==> config.mk <==
export PLATFORM = sky130hd
export DESIGN_NAME = fifo_rd_packer
export DESIGN_NICKNAME = d
export VERILOG_FILES = /design/src/rtl/fifo_pkg.sv /design/src/rtl/fifo_rd_packer_idle_timer.sv /design/src/rtl/fifo_rd_packer.sv
export SDC_FILE = /design/constraint.sdc
export NUM_CORES = 1
export LEC_CHECK = 0
export BUFFER_PORTS_ARGS = -buffer_cell sky130_fd_sc_hd__buf_2
export CORE_UTILIZATION = 56
export CTS_BUF_LIST = sky130_fd_sc_hd__clkbuf_8
export DETAILED_ROUTE_END_ITERATION = 10
export PLACE_DENSITY = 0.83
export SYNTH_ARGS = -nofsm -noshare
export SYNTH_HDL_FRONTEND = slang
export SYNTH_SLANG_ARGS = --single-unit
==> constraint.sdc <==
create_clock -name i_clk -period 3.1 [get_ports i_clk]
set_input_delay 0.31 -clock i_clk [delete_from_list [all_inputs] [get_ports i_clk]]
set_output_delay 0.31 -clock i_clk [all_outputs]
set_load 0.1 [all_outputs]
==> src/rtl/fifo_pkg.sv <==
// -----------------------------------------------------------------------------
// fifo_pkg
// Shared definitions for the FIFO read-side packer: FSM state encoding and the
// default values of the packer parameters.
// Ports: none (package).
// -----------------------------------------------------------------------------
package fifo_pkg;

    localparam int DEF_DSIZE   = 8;   // FIFO word width in bits
    localparam int DEF_NBYTES  = 4;   // FIFO words packed per output word
    localparam int DEF_TIMEOUT = 16;  // idle cycles before a partial word is emitted

    // FILL: collecting FIFO words into lanes.
    // HOLD: presenting a packed word downstream until it is accepted.
    typedef enum logic {
        FILL = 1'b0,
        HOLD = 1'b1
    } fifo_state_e;

endpackage

==> src/rtl/fifo_rd_packer_idle_timer.sv <==
// -----------------------------------------------------------------------------
// idle_timer
// Counts idle cycles while enabled. o_expire pulses in the enabled cycle in
// which the count sits at TIMEOUT-1, i.e. on the TIMEOUT-th idle cycle.
// i_clr has priority over i_en and suppresses o_expire.
// Ports:
//   i_clk    - clock, rising edge
//   i_rst    - asynchronous active-high reset
//   i_en     - count this cycle
//   i_clr    - return the count to zero
//   o_expire - TIMEOUT-th consecutive enabled cycle (combinational)
// -----------------------------------------------------------------------------
module idle_timer #(
    parameter int TIMEOUT = 16
) (
    input  logic i_clk,
    input  logic i_rst,
    input  logic i_en,
    input  logic i_clr,
    output logic o_expire
);

    localparam int TW = (TIMEOUT > 1) ? $clog2(TIMEOUT) : 1;

    logic [TW-1:0] cnt_q;
    logic [TW-1:0] cnt_d;

    assign o_expire = i_en && !i_clr && (cnt_q == TW'(TIMEOUT - 1));

    always_comb begin
        cnt_d = cnt_q;
        if (i_clr) begin
            cnt_d = '0;
        end else if (i_en) begin
            // Wrap on expiry so the count is already zero when filling resumes.
            cnt_d = o_expire ? '0 : cnt_q + TW'(1);
        end
    end

    always_ff @(posedge i_clk or posedge i_rst) begin
        if (i_rst) begin
            cnt_q <= '0;
        end else begin
            cnt_q <= cnt_d;
        end
    end

endmodule

==> src/rtl/fifo_rd_packer.sv <==
// -----------------------------------------------------------------------------
// fifo_rd_packer
// Pops words from a show-ahead FIFO and packs NBYTES of them into one wide
// output word (lane 0 = LSBs = first word popped). A partially filled word is
// emitted after TIMEOUT idle cycles or on i_flush. Unfilled lanes read zero.
//
// Handshake: the output side is strict valid/ready. o_valid rises only in HOLD
// and, once high, o_data/o_count stay stable and o_valid stays high until the
// cycle in which i_ready is also high; the word transfers on that rising edge.
// The FIFO side pops on every rising edge where o_fifo_rd is high, and
// o_fifo_rd is never high while i_fifo_rempty is high.
//
// Ports:
//   i_clk, i_rst     - clock (rising edge), asynchronous active-high reset
//   i_fifo_rempty    - FIFO empty flag
//   i_fifo_rdata     - FIFO head word (valid while not empty)
//   o_fifo_rd        - FIFO pop request
//   i_flush          - emit the partial word now
//   o_valid, i_ready - output handshake
//   o_data           - packed word
//   o_count          - number of valid lanes in o_data
//   o_state          - current FSM state (debug visibility)
// -----------------------------------------------------------------------------
module fifo_rd_packer
    import fifo_pkg::*;
#(
    parameter int DSIZE   = DEF_DSIZE,
    parameter int NBYTES  = DEF_NBYTES,
    parameter int TIMEOUT = DEF_TIMEOUT
) (
    input  logic                         i_clk,
    input  logic                         i_rst,
    input  logic                         i_fifo_rempty,
    input  logic [DSIZE-1:0]             i_fifo_rdata,
    output logic                         o_fifo_rd,
    input  logic                         i_flush,
    output logic                         o_valid,
    input  logic                         i_ready,
    output logic [NBYTES*DSIZE-1:0]      o_data,
    output logic [$clog2(NBYTES+1)-1:0]  o_count,
    output fifo_state_e                  o_state
);

    localparam int CW = $clog2(NBYTES + 1);
    localparam int DW = NBYTES * DSIZE;

    fifo_state_e    state_q, state_d;
    logic [CW-1:0]  idx_q, idx_d;     // lanes filled; doubles as o_count in HOLD
    logic [DW-1:0]  data_q, data_d;   // lanes above idx are kept at zero

    logic pop;
    logic tmr_en;
    logic tmr_clr;
    logic expire;

    // Reset gating keeps the pop request low while reset is held, even though
    // the state register already reads FILL.
    assign pop     = !i_rst && (state_q == FILL) && !i_fifo_rempty;
    assign tmr_en  = (state_q == FILL) && (idx_q != '0) && !pop;
    // Clearing throughout HOLD guarantees a zero timer when FILL resumes.
    assign tmr_clr = pop || (state_q == HOLD);

    idle_timer #(
        .TIMEOUT (TIMEOUT)
    ) u_idle_timer (
        .i_clk    (i_clk),
        .i_rst    (i_rst),
        .i_en     (tmr_en),
        .i_clr    (tmr_clr),
        .o_expire (expire)
    );

    always_comb begin
        state_d = state_q;
        idx_d   = idx_q;
        data_d  = data_q;
        case (state_q)
            FILL: begin
                if (pop) begin
                    for (int l = 0; l < NBYTES; l++) begin
                        if (idx_q == CW'(l)) begin
                            data_d[l*DSIZE +: DSIZE] = i_fifo_rdata;
                        end
                    end
                    idx_d = idx_q + CW'(1);
                    // A pop with flush keeps the popped word in the emission.
                    if ((idx_q == CW'(NBYTES - 1)) || i_flush) begin
                        state_d = HOLD;
                    end
                end else if ((idx_q != '0) && (i_flush || expire)) begin
                    state_d = HOLD;
                end
            end
            HOLD: begin
                if (i_ready) begin
                    state_d = FILL;
                    idx_d   = '0;
                    data_d  = '0;
                end
            end
            default: begin
                state_d = FILL;
                idx_d   = '0;
                data_d  = '0;
            end
        endcase
    end

    always_ff @(posedge i_clk or posedge i_rst) begin
        if (i_rst) begin
            state_q <= FILL;
            idx_q   <= '0;
            data_q  <= '0;
        end else begin
            state_q <= state_d;
            idx_q   <= idx_d;
            data_q  <= data_d;
        end
    end

    assign o_fifo_rd = pop;
    assign o_valid   = (state_q == HOLD);
    assign o_data    = o_valid ? data_q : '0;
    assign o_count   = o_valid ? idx_q  : '0;
    assign o_state   = state_q;

endmodule

==> results of run 1 <==
==> placed cells by master (no fill, tap or decap) <==
| cell | netlist | final |
|---|---|---|
| or4_1 | 1 | 1 |
| ha_1 | 6 | 6 |
| a221o_1 | 6 | 6 |
| and2_1 | 32 | 32 |
| o31ai_1 | 1 | 1 |
| a21oi_1 | 5 | 5 |
| or3_1 | 2 | 2 |
| a32o_1 | 2 | 2 |
| nor3b_1 | 6 | 6 |
| nand2_1 | 30 | 30 |
| o311a_1 | 1 | 1 |
| bufinv_16 | 0 | 1 |
| buf_4 | 2 | 3 |
| a311o_1 | 1 | 1 |
| o21ai_0 | 26 | 26 |
| nor4_4 | 1 | 1 |
| o21bai_1 | 2 | 2 |
| nor2b_1 | 1 | 1 |
| and2_0 | 3 | 3 |
| mux2i_1 | 2 | 2 |
| nor4b_4 | 1 | 1 |
| nor2_1 | 4 | 4 |
| nor2_2 | 1 | 1 |
| dfrtp_1 | 40 | 40 |
| inv_1 | 8 | 8 |
| nand3_1 | 26 | 26 |
| a31oi_1 | 1 | 1 |
| buf_2 | 6 | 50 |
| clkbuf_8 | 0 | 7 |
==> worst max-delay path: stages (launching register included) <==
cell	delay (ns)
dfrtp_1	0.66
or3_1	0.58
inv_1	0.11
buf_2	0.42
==> routing by layer <==
metal  share of wire  track usage  wire length [um]
met1            0.47        0.375              2170
met2            0.46        0.364              2140
met3           0.057       0.0580               265
met4           0.010       0.0824                47
met5               0            0                 0
==> worst min-delay path by stage <==
stage                                  endpoint  slack [ns]  cells past startpoint
after global placement    u_idle_timer.cnt_q[3]        0.37                      2
after global routing                 data_q[11]        0.09                      2
after CTS                             data_q[3]        0.06                      2
final                                 data_q[3]        0.05                      2
after floorplan                       data_q[3]        0.45                      2
after detailed placement  u_idle_timer.cnt_q[3]        0.38                      2
==> power breakdown <==
| group | switching, W | leakage [nW] | total, W | internal [W] |
|---|---|---|---|---|
| logic | 0.00106 | 0.611 | 0.00134 | 0.000278 |
| registers | 0.000141 | 0.546 | 0.000810 | 0.000668 |
| clock network | 0.000177 | 0.0645 | 0.000461 | 0.000284 |
==> final cells by class <==
class                           count  area (um2)
Clock buffer                        7        96.3
Clock inverter                      1        30.0
Fill cell                         281        1000
Inverter                            8        30.0
Multi-Input combinational cell    161         978
Sequential cell                    40        1000
Tap cell                           46        57.6
Timing Repair Buffer               53         273
==> cell families (layout without fill, tap and decap cells) <==
family / after synthesis / in the layout / share of synthesized area
buffers and inverters: 27 / 69 / 0.0656
AND/OR/NAND/NOR: 108 / 108 / 0.283
adder cells (fa/ha/maj): 6 / 6 / 0.0354
multiplexers: 2 / 2 / 0.00945
AO/OA/AOI/OAI: 45 / 45 / 0.134
flip-flops: 40 / 40 / 0.473
==> sequential cells by signal, summed over array words and instances, names as in the netlist <==
signal / flops
data_q: 32
idx_q: 3
o_state: 1
u_idle_timer.cnt_q: 4
==> synthesized netlist by cell type (2+ instances only) <==
cell / n / share of area
a21oi_1: 5 / 0.012
a221o_1: 6 / 0.028
a32o_1: 2 / 0.0095
and2_0: 3 / 0.0089
and2_1: 32 / 0.095
buf_2: 6 / 0.014
buf_4: 2 / 0.0071
buf_6: 3 / 0.016
clkbuf_1: 8 / 0.014
dfrtp_1: 40 / 0.47
ha_1: 6 / 0.035
inv_1: 8 / 0.014
mux2i_1: 2 / 0.0095
nand2_1: 30 / 0.053
nand3_1: 26 / 0.061
nor2_1: 4 / 0.0071
nor3b_1: 6 / 0.021
o21ai_0: 26 / 0.061
o21bai_1: 2 / 0.0071
or3_1: 2 / 0.0059
==> per-stage QoR <==
stage               setup slack [ns]  area (um2)
detailed placement              1.00        2340
global placement                1.09        2340
CTS                            0.714        2470
global route                   0.599        2470
floorplan                      0.124        2120
finish                         0.720        2470
==> flow_summary.ini, run 1 <==
[worst_setup_path]
r2r_cells = 3
critPathRequiredTime_ns = 2.79
reg2reg_to = idx_q[2]
start_kind = flop
cp-end-kind = output port
r2r_slack_ns = 0.96
cp.arrival_ns = 2.07
startpoint = o_state
worstPathMaxFanout = 25
worstSetupPathType = flop to output port
endpoint = o_fifo_rd
r2r_start = o_state

[clocking]
cts_buffer_depth = 2
cts_resized = 0
cts-htree-levels = 2
cts_buffers = 5
path_clk_slew_ns = 0.07
cts.sinks = 40
cts_tree = built
cts_hold_buf = 0
post-cts-setup-buffers = 0
worstSkewPairLatency_ns = 0.29
cts_root_buffer = clkbuf_8

[global_route]
grt_max_degree = 32
grt_pass1_vias = 1578
grt_first_pass_wirelength_um = 7730
grt_overflow = 0
antenna_found_initial = 0
grtUsageTotal = 0.253

[place]
gp_congestion = 0.823
dpl.cell_count = 308
hpwl_um = 3240
io_buffers = 50

[route]
drc_errors = 0
antenna_left = 0
drt_iter0_drc = 177
wire_per_inst_um = 14.6
totalWireLength_um = 4620
dr_total_vias = 1778
drt_pass1_iterations = 4
vias_per_cell = 5.63

[timing]
worst_slew_pin_slew_ns = 0.895
max_freq_ghz = 0.420
rsz0062_at_grt = false
period_share = 0.768
skew_ns = 0.00428
slew-limit-headroom = 0.402
slew_viol_final = 0
setup-tns-final_ns = 0
hold_ws_ns = 0.0521
final_hold_viol_count = 0
setup_viol = 0
post-route-min-period_ns = 2.38

[power_and_ir_drop]
p_total_w = 0.00261
p_leak_nw = 1.22
powerDensity_nw_per_um2 = 1060
irDropWorstVdd_mv = 0.798

[logic_synthesis]
netlist_area_um2 = 2120
synth.distinct_cells = 29
ys_warn_count = 0
synth_nets = 247
synth_cells = 228
syn_avg_cell_area_um2 = 9.29
synth_flop_cell = dfrtp_1
async_reset_ff_frac = 1.00
yosysSeqAreaShare = 0.473
ys_ff_latch = 40
synth-edff-count = 0

[min_path]
hold_path.class = input port to async pin

[finish]
final_nets = 288
stdcell_count = 316
drive_gt1_frac = 0.237
area_growth_pct = 16.4
final_util = 0.711
antenna_cells = 0

[die]
io_pins = 51
core-area_um2 = 3470
die_w_um = 63.5
die_h_um = 63.5
rows = 21
die_area_um2 = 4030
floorplan.initialDensity = 0.611

[run_status]
status = finished clean

[run]
cap_violations = 0
Power figures use the tool's default switching activity.
==> inputs of run 2 (changes only) <==
Settings changed: CORE_UTILIZATION 56 to 50, PLACE_DENSITY 0.83 to 0.78.
Clock period 3.1 ns to 2.05 ns, I/O delays scaled along.
==> run 2 against run 1 <==
  * Hold slack gained 0.057 ns
  * Clock-buffer cell count shrank 2
  * Power grew 57%
  * Critical endpoint is now o_data[26]
  * Largest cell class unchanged
==> flow_summary.ini, run 2 (synthesis results as in run 1) <==
[run_status]
status = finished clean

[worst_setup_path]
r2r_start = idx_q[0]
worstPathMaxFanout = 41
cp-end-kind = output port
worstSetupPathType = flop to output port
cp.arrival_ns = 1.73
critPathRequiredTime_ns = 1.85
r2r_slack_ns = 0.24
reg2reg_to = u_idle_timer.cnt_q[3]
start_kind = flop
r2r_cells = 5

[die]
io_pins = 51
rows = 23
die_w_um = 67.1
die_area_um2 = 4500
floorplan.initialDensity = 0.526
core-area_um2 = 4030
die_h_um = 67.1

[global_route]
grt_first_pass_wirelength_um = 7630
grt_max_degree = 42
grt_overflow = 0
grt_pass1_vias = 1632
antenna_found_initial = 0
grtUsageTotal = 0.229

[finish]
final_cell_mix = buf_2 (49), dfrtp_1 (39), and2_1 (32)
antenna_cells = 0
regMostFlops = data_q
final_util = 0.634
n_fill_cell = 342
drive_gt1_frac = 0.265
stdcell_count = 322
top_regs = data_q (32), u_idle_timer.cnt_q (4), idx_q (3)
largest_register_ffs = 32
final_common_cell = buf_2
final_nets = 291
area_growth_pct = 20.7

[route]
drc_errors = 0
totalWireLength_um = 4600
antenna_left = 0
dr_total_vias = 1756
wire_per_inst_um = 14.3
vias_per_cell = 5.45
drt_pass1_iterations = 4
drt_iter0_drc = 205

[timing]
final_hold_viol_count = 0
worst_slew_pin_slew_ns = 0.512
post-route-min-period_ns = 1.93
setup_viol = 0
period_share = 0.943
setup-tns-final_ns = 0
max_freq_ghz = 0.517
skew_ns = 0.00623
slew-limit-headroom = 0.659
rsz0062_at_grt = false
slew_viol_final = 0

[power_and_ir_drop]
p_leak_nw = 1.24
powerDensity_nw_per_um2 = 1600
p_total_w = 0.00409
irDropWorstVdd_mv = 0.869

[place]
dpl.cell_count = 315
io_buffers = 50
gp_congestion = 0.836
hpwl_um = 3240

[clocking]
path_clk_slew_ns = 0.08
worstSkewPairLatency_ns = 0.28
cts.sinks = 40
cts_buffer_depth = 2
cts_tree = built
cts-htree-levels = 2
cts_root_buffer = clkbuf_8
cts_buffers = 5

[min_path]
hold_path.class = input port to async pin

[run]
cap_violations = 0
## run 2: how the worst max path moves through the flow
stage | cells past startpoint | end | slack (ns) | start
floorplan | 6 | idx_q[1] | 0.07 | o_state
detailed placement | 5 | u_idle_timer.cnt_q[3] | 0.20 | idx_q[0]
finish | 3 | o_data[26] | 0.12 | o_state
CTS | 3 | o_data[26] | 0.11 | o_state
global placement | 5 | u_idle_timer.cnt_q[1] | 0.31 | idx_q[0]
global route | 3 | o_data[19] | 0.04 | o_state
## run 2: per-layer routing
layer / up-vias / routed length, um / global-route usage
met4: 0 / 22 / 0.0798
met5: - / 0 / 0
met3: 2 / 320 / 0.0497
met2: 65 / 2110 / 0.341
li1: 860 / - / -
met1: 829 / 2150 / 0.324
## run 2: through the flow
stage	setup WS, ns	cell area [um2]	hold WS [ns]
CTS	0.114	2550	0.118
finish	0.117	2560	0.109
global route	0.0396	2560	0.168
detailed placement	0.199	2420	0.426
global placement	0.314	2420	0.427
floorplan	0.0674	2150	0.344
## run 2: area by class of cell
class / count / area, um2 / share of cell area
Clock inverter: 2 / 60.1 / 0.0235
Tap cell: 50 / 62.6 / 0.0245
Sequential cell: 40 / 1000 / 0.393
Multi-Input combinational cell: 161 / 1000 / 0.393
Timing Repair Buffer: 56 / 323 / 0.126
Clock buffer: 5 / 68.8 / 0.0269
Inverter: 8 / 33.8 / 0.0132
## run 2: critical path: stages (launching register included)
cell	delay [ns]
dfrtp_4	0.48
buf_4	0.33
and2_1	0.19
buf_2	0.43
## run 2: what timing repair did
action | CTS | global route
setup endpoints to repair | 0 | 1
resized for setup | 0 | 1
setup buffers | 0 | 0
hold buffers | 0 | 0
## run 2: power breakdown
part | internal (W) | switching, W
logic | 0.000472 | 0.00169
clock network | 0.000479 | 0.000264
registers | 0.00102 | 0.000173
==> inputs of run 3 (changes only) <==
Settings changed: CORE_UTILIZATION 50 to 37, PLACE_DENSITY 0.78 to 0.64.
==> run 3 against run 2 <==
  * Design area down 0.15%
  * Register-to-register slack about the same
  * Sequential share of layout area up 0.058 points
  * Worst setup slack worse by 0.0067 ns
==> flow_summary.ini, run 3 (synthesis results as in run 1) <==
[run_status]
status = finished clean

[worst_setup_path]
crit_chain = buf_4 -> and2_1 -> buf_2
crit_buf_inv = 2
cp.arrival_ns = 1.73
cp-end-kind = output port
critPathRequiredTime_ns = 1.85
cpLargestDelayFamily = buffers and inverters
cp_slowest_cell = dfrtp_4
r2r_cells = 5
cp_slowest_stage_delay_ns = 0.61
start_kind = flop
cp_num_cells = 3
worstSetupPathType = flop to output port
worstPathMaxFanout = 31

[die]
rows = 27
die_h_um = 77.7
die_area_um2 = 6030
die_w_um = 77.7
core-area_um2 = 5510
io_pins = 51
floorplan.initialDensity = 0.385

[timing]
setup-tns-final_ns = 0
skew_ns = 0.00514
period_share = 0.946
slew-limit-headroom = 0.656
rsz0062_at_grt = false
worst_slack_ns = 0.111
setup_viol = 0
worst_slew_pin_slew_ns = 0.516
final_hold_viol_count = 0
post-route-min-period_ns = 1.94
max_freq_ghz = 0.516
slew_viol_final = 0

[global_route]
grt_overflow = 0
grt_pass1_vias = 1599
grtUsageTotal = 0.170
grt_max_degree = 41
grt_first_pass_wirelength_um = 7890
antenna_found_initial = 0

[clocking]
path_clk_slew_ns = 0.07
post-cts-setup-buffers = 0
cts_buffers = 5
worstSkewPairLatency_ns = 0.29
cts.sinks = 40
cts_tree = built
cts_root_buffer = clkbuf_8
cts_buffer_depth = 2
cts-htree-levels = 2

[run]
cap_violations = 0

[finish]
drive_gt1_frac = 0.264
final_nets = 291
top_regs = data_q (32), u_idle_timer.cnt_q (4), idx_q (3)
regMostFlops = data_q
area_growth_pct = 20.5
antenna_cells = 0
final_cell_mix = buf_2 (49), dfrtp_1 (39), and2_1 (32)
n_fill_cell = 559
largest_register_ffs = 32
stdcell_count = 345
final_common_cell = buf_2

[route]
drt_iter0_drc = 158
wire_per_inst_um = 14.0
dr_total_vias = 1749
antenna_left = 0
drc_errors = 0
drt_pass1_iterations = 4
totalWireLength_um = 4840
vias_per_cell = 5.07

[place]
dpl.cell_count = 337
hpwl_um = 3400
place_ws_ns = 0.210
gp_congestion = 0.733
io_buffers = 50

[power_and_ir_drop]
p_leak_nw = 1.23
powerDensity_nw_per_um2 = 1550
irDropWorstVdd_mv = 0.641
p_total_w = 0.00395

[min_path]
hold_path.class = input port to async pin
run 3: per-layer routing:
layer,up-vias,track usage,wire length [um]
li1,869,-,-
met1,810,0.233,2300
met2,64,0.266,2150
met3,6,0.0353,321
met4,0,0.0566,67
met5,-,0,0
run 3: what timing repair did:
| action | in CTS | in global routing |
|---|---|---|
| resized for setup | 0 | 1 |
| setup endpoints to repair | 0 | 1 |
| hold buffers | 0 | 0 |
run 3: worst paths after layout:
kind                                    endpoint       start  slack (ns)
setup / recovery                      o_data[25]     o_state        0.11
hold / removal                          idx_q[1]       i_rst         0.1
setup reg to reg           u_idle_timer.cnt_q[1]    idx_q[0]        0.23
hold reg to reg                       data_q[25]  data_q[25]        0.49
max in group asynchronous                o_state       i_rst        1.55
min in group i_clk                       o_state     i_flush        0.21
run 3: layout make-up:
class / instances / area (um2) / share of cell area
Multi-Input combinational cell: 161 / 1010 / 0.394
Sequential cell: 40 / 1000 / 0.394
Tap cell: 72 / 90.1 / 0.0353
Clock buffer: 5 / 68.8 / 0.0270
Timing Repair Buffer: 56 / 310 / 0.122
Clock inverter: 3 / 38.8 / 0.0152
Inverter: 8 / 33.8 / 0.0132
run 3: report_power, final:
group / switching (W) / internal, W / leakage (nW)
clock network: 0.000268 / 0.000356 / 0.0593
registers: 0.000220 / 0.00102 / 0.545
logic: 0.00163 / 0.000455 / 0.622
run 3: tightest hold or removal path: stages:
cell and delay (ns):
buf_2 0.15, inv_1 0.06, buf_4 0.42
run 3: metrics by stage:
step                      hold slack (ns)   util  instance area, um2
after detailed placement            0.443  0.443                2440
after CTS                           0.121  0.463                2550
after global routing                0.159  0.464                2550
after floorplan                     0.344      -                2150
after global placement              0.444  0.443                2440
final                              0.0991  0.464                2550
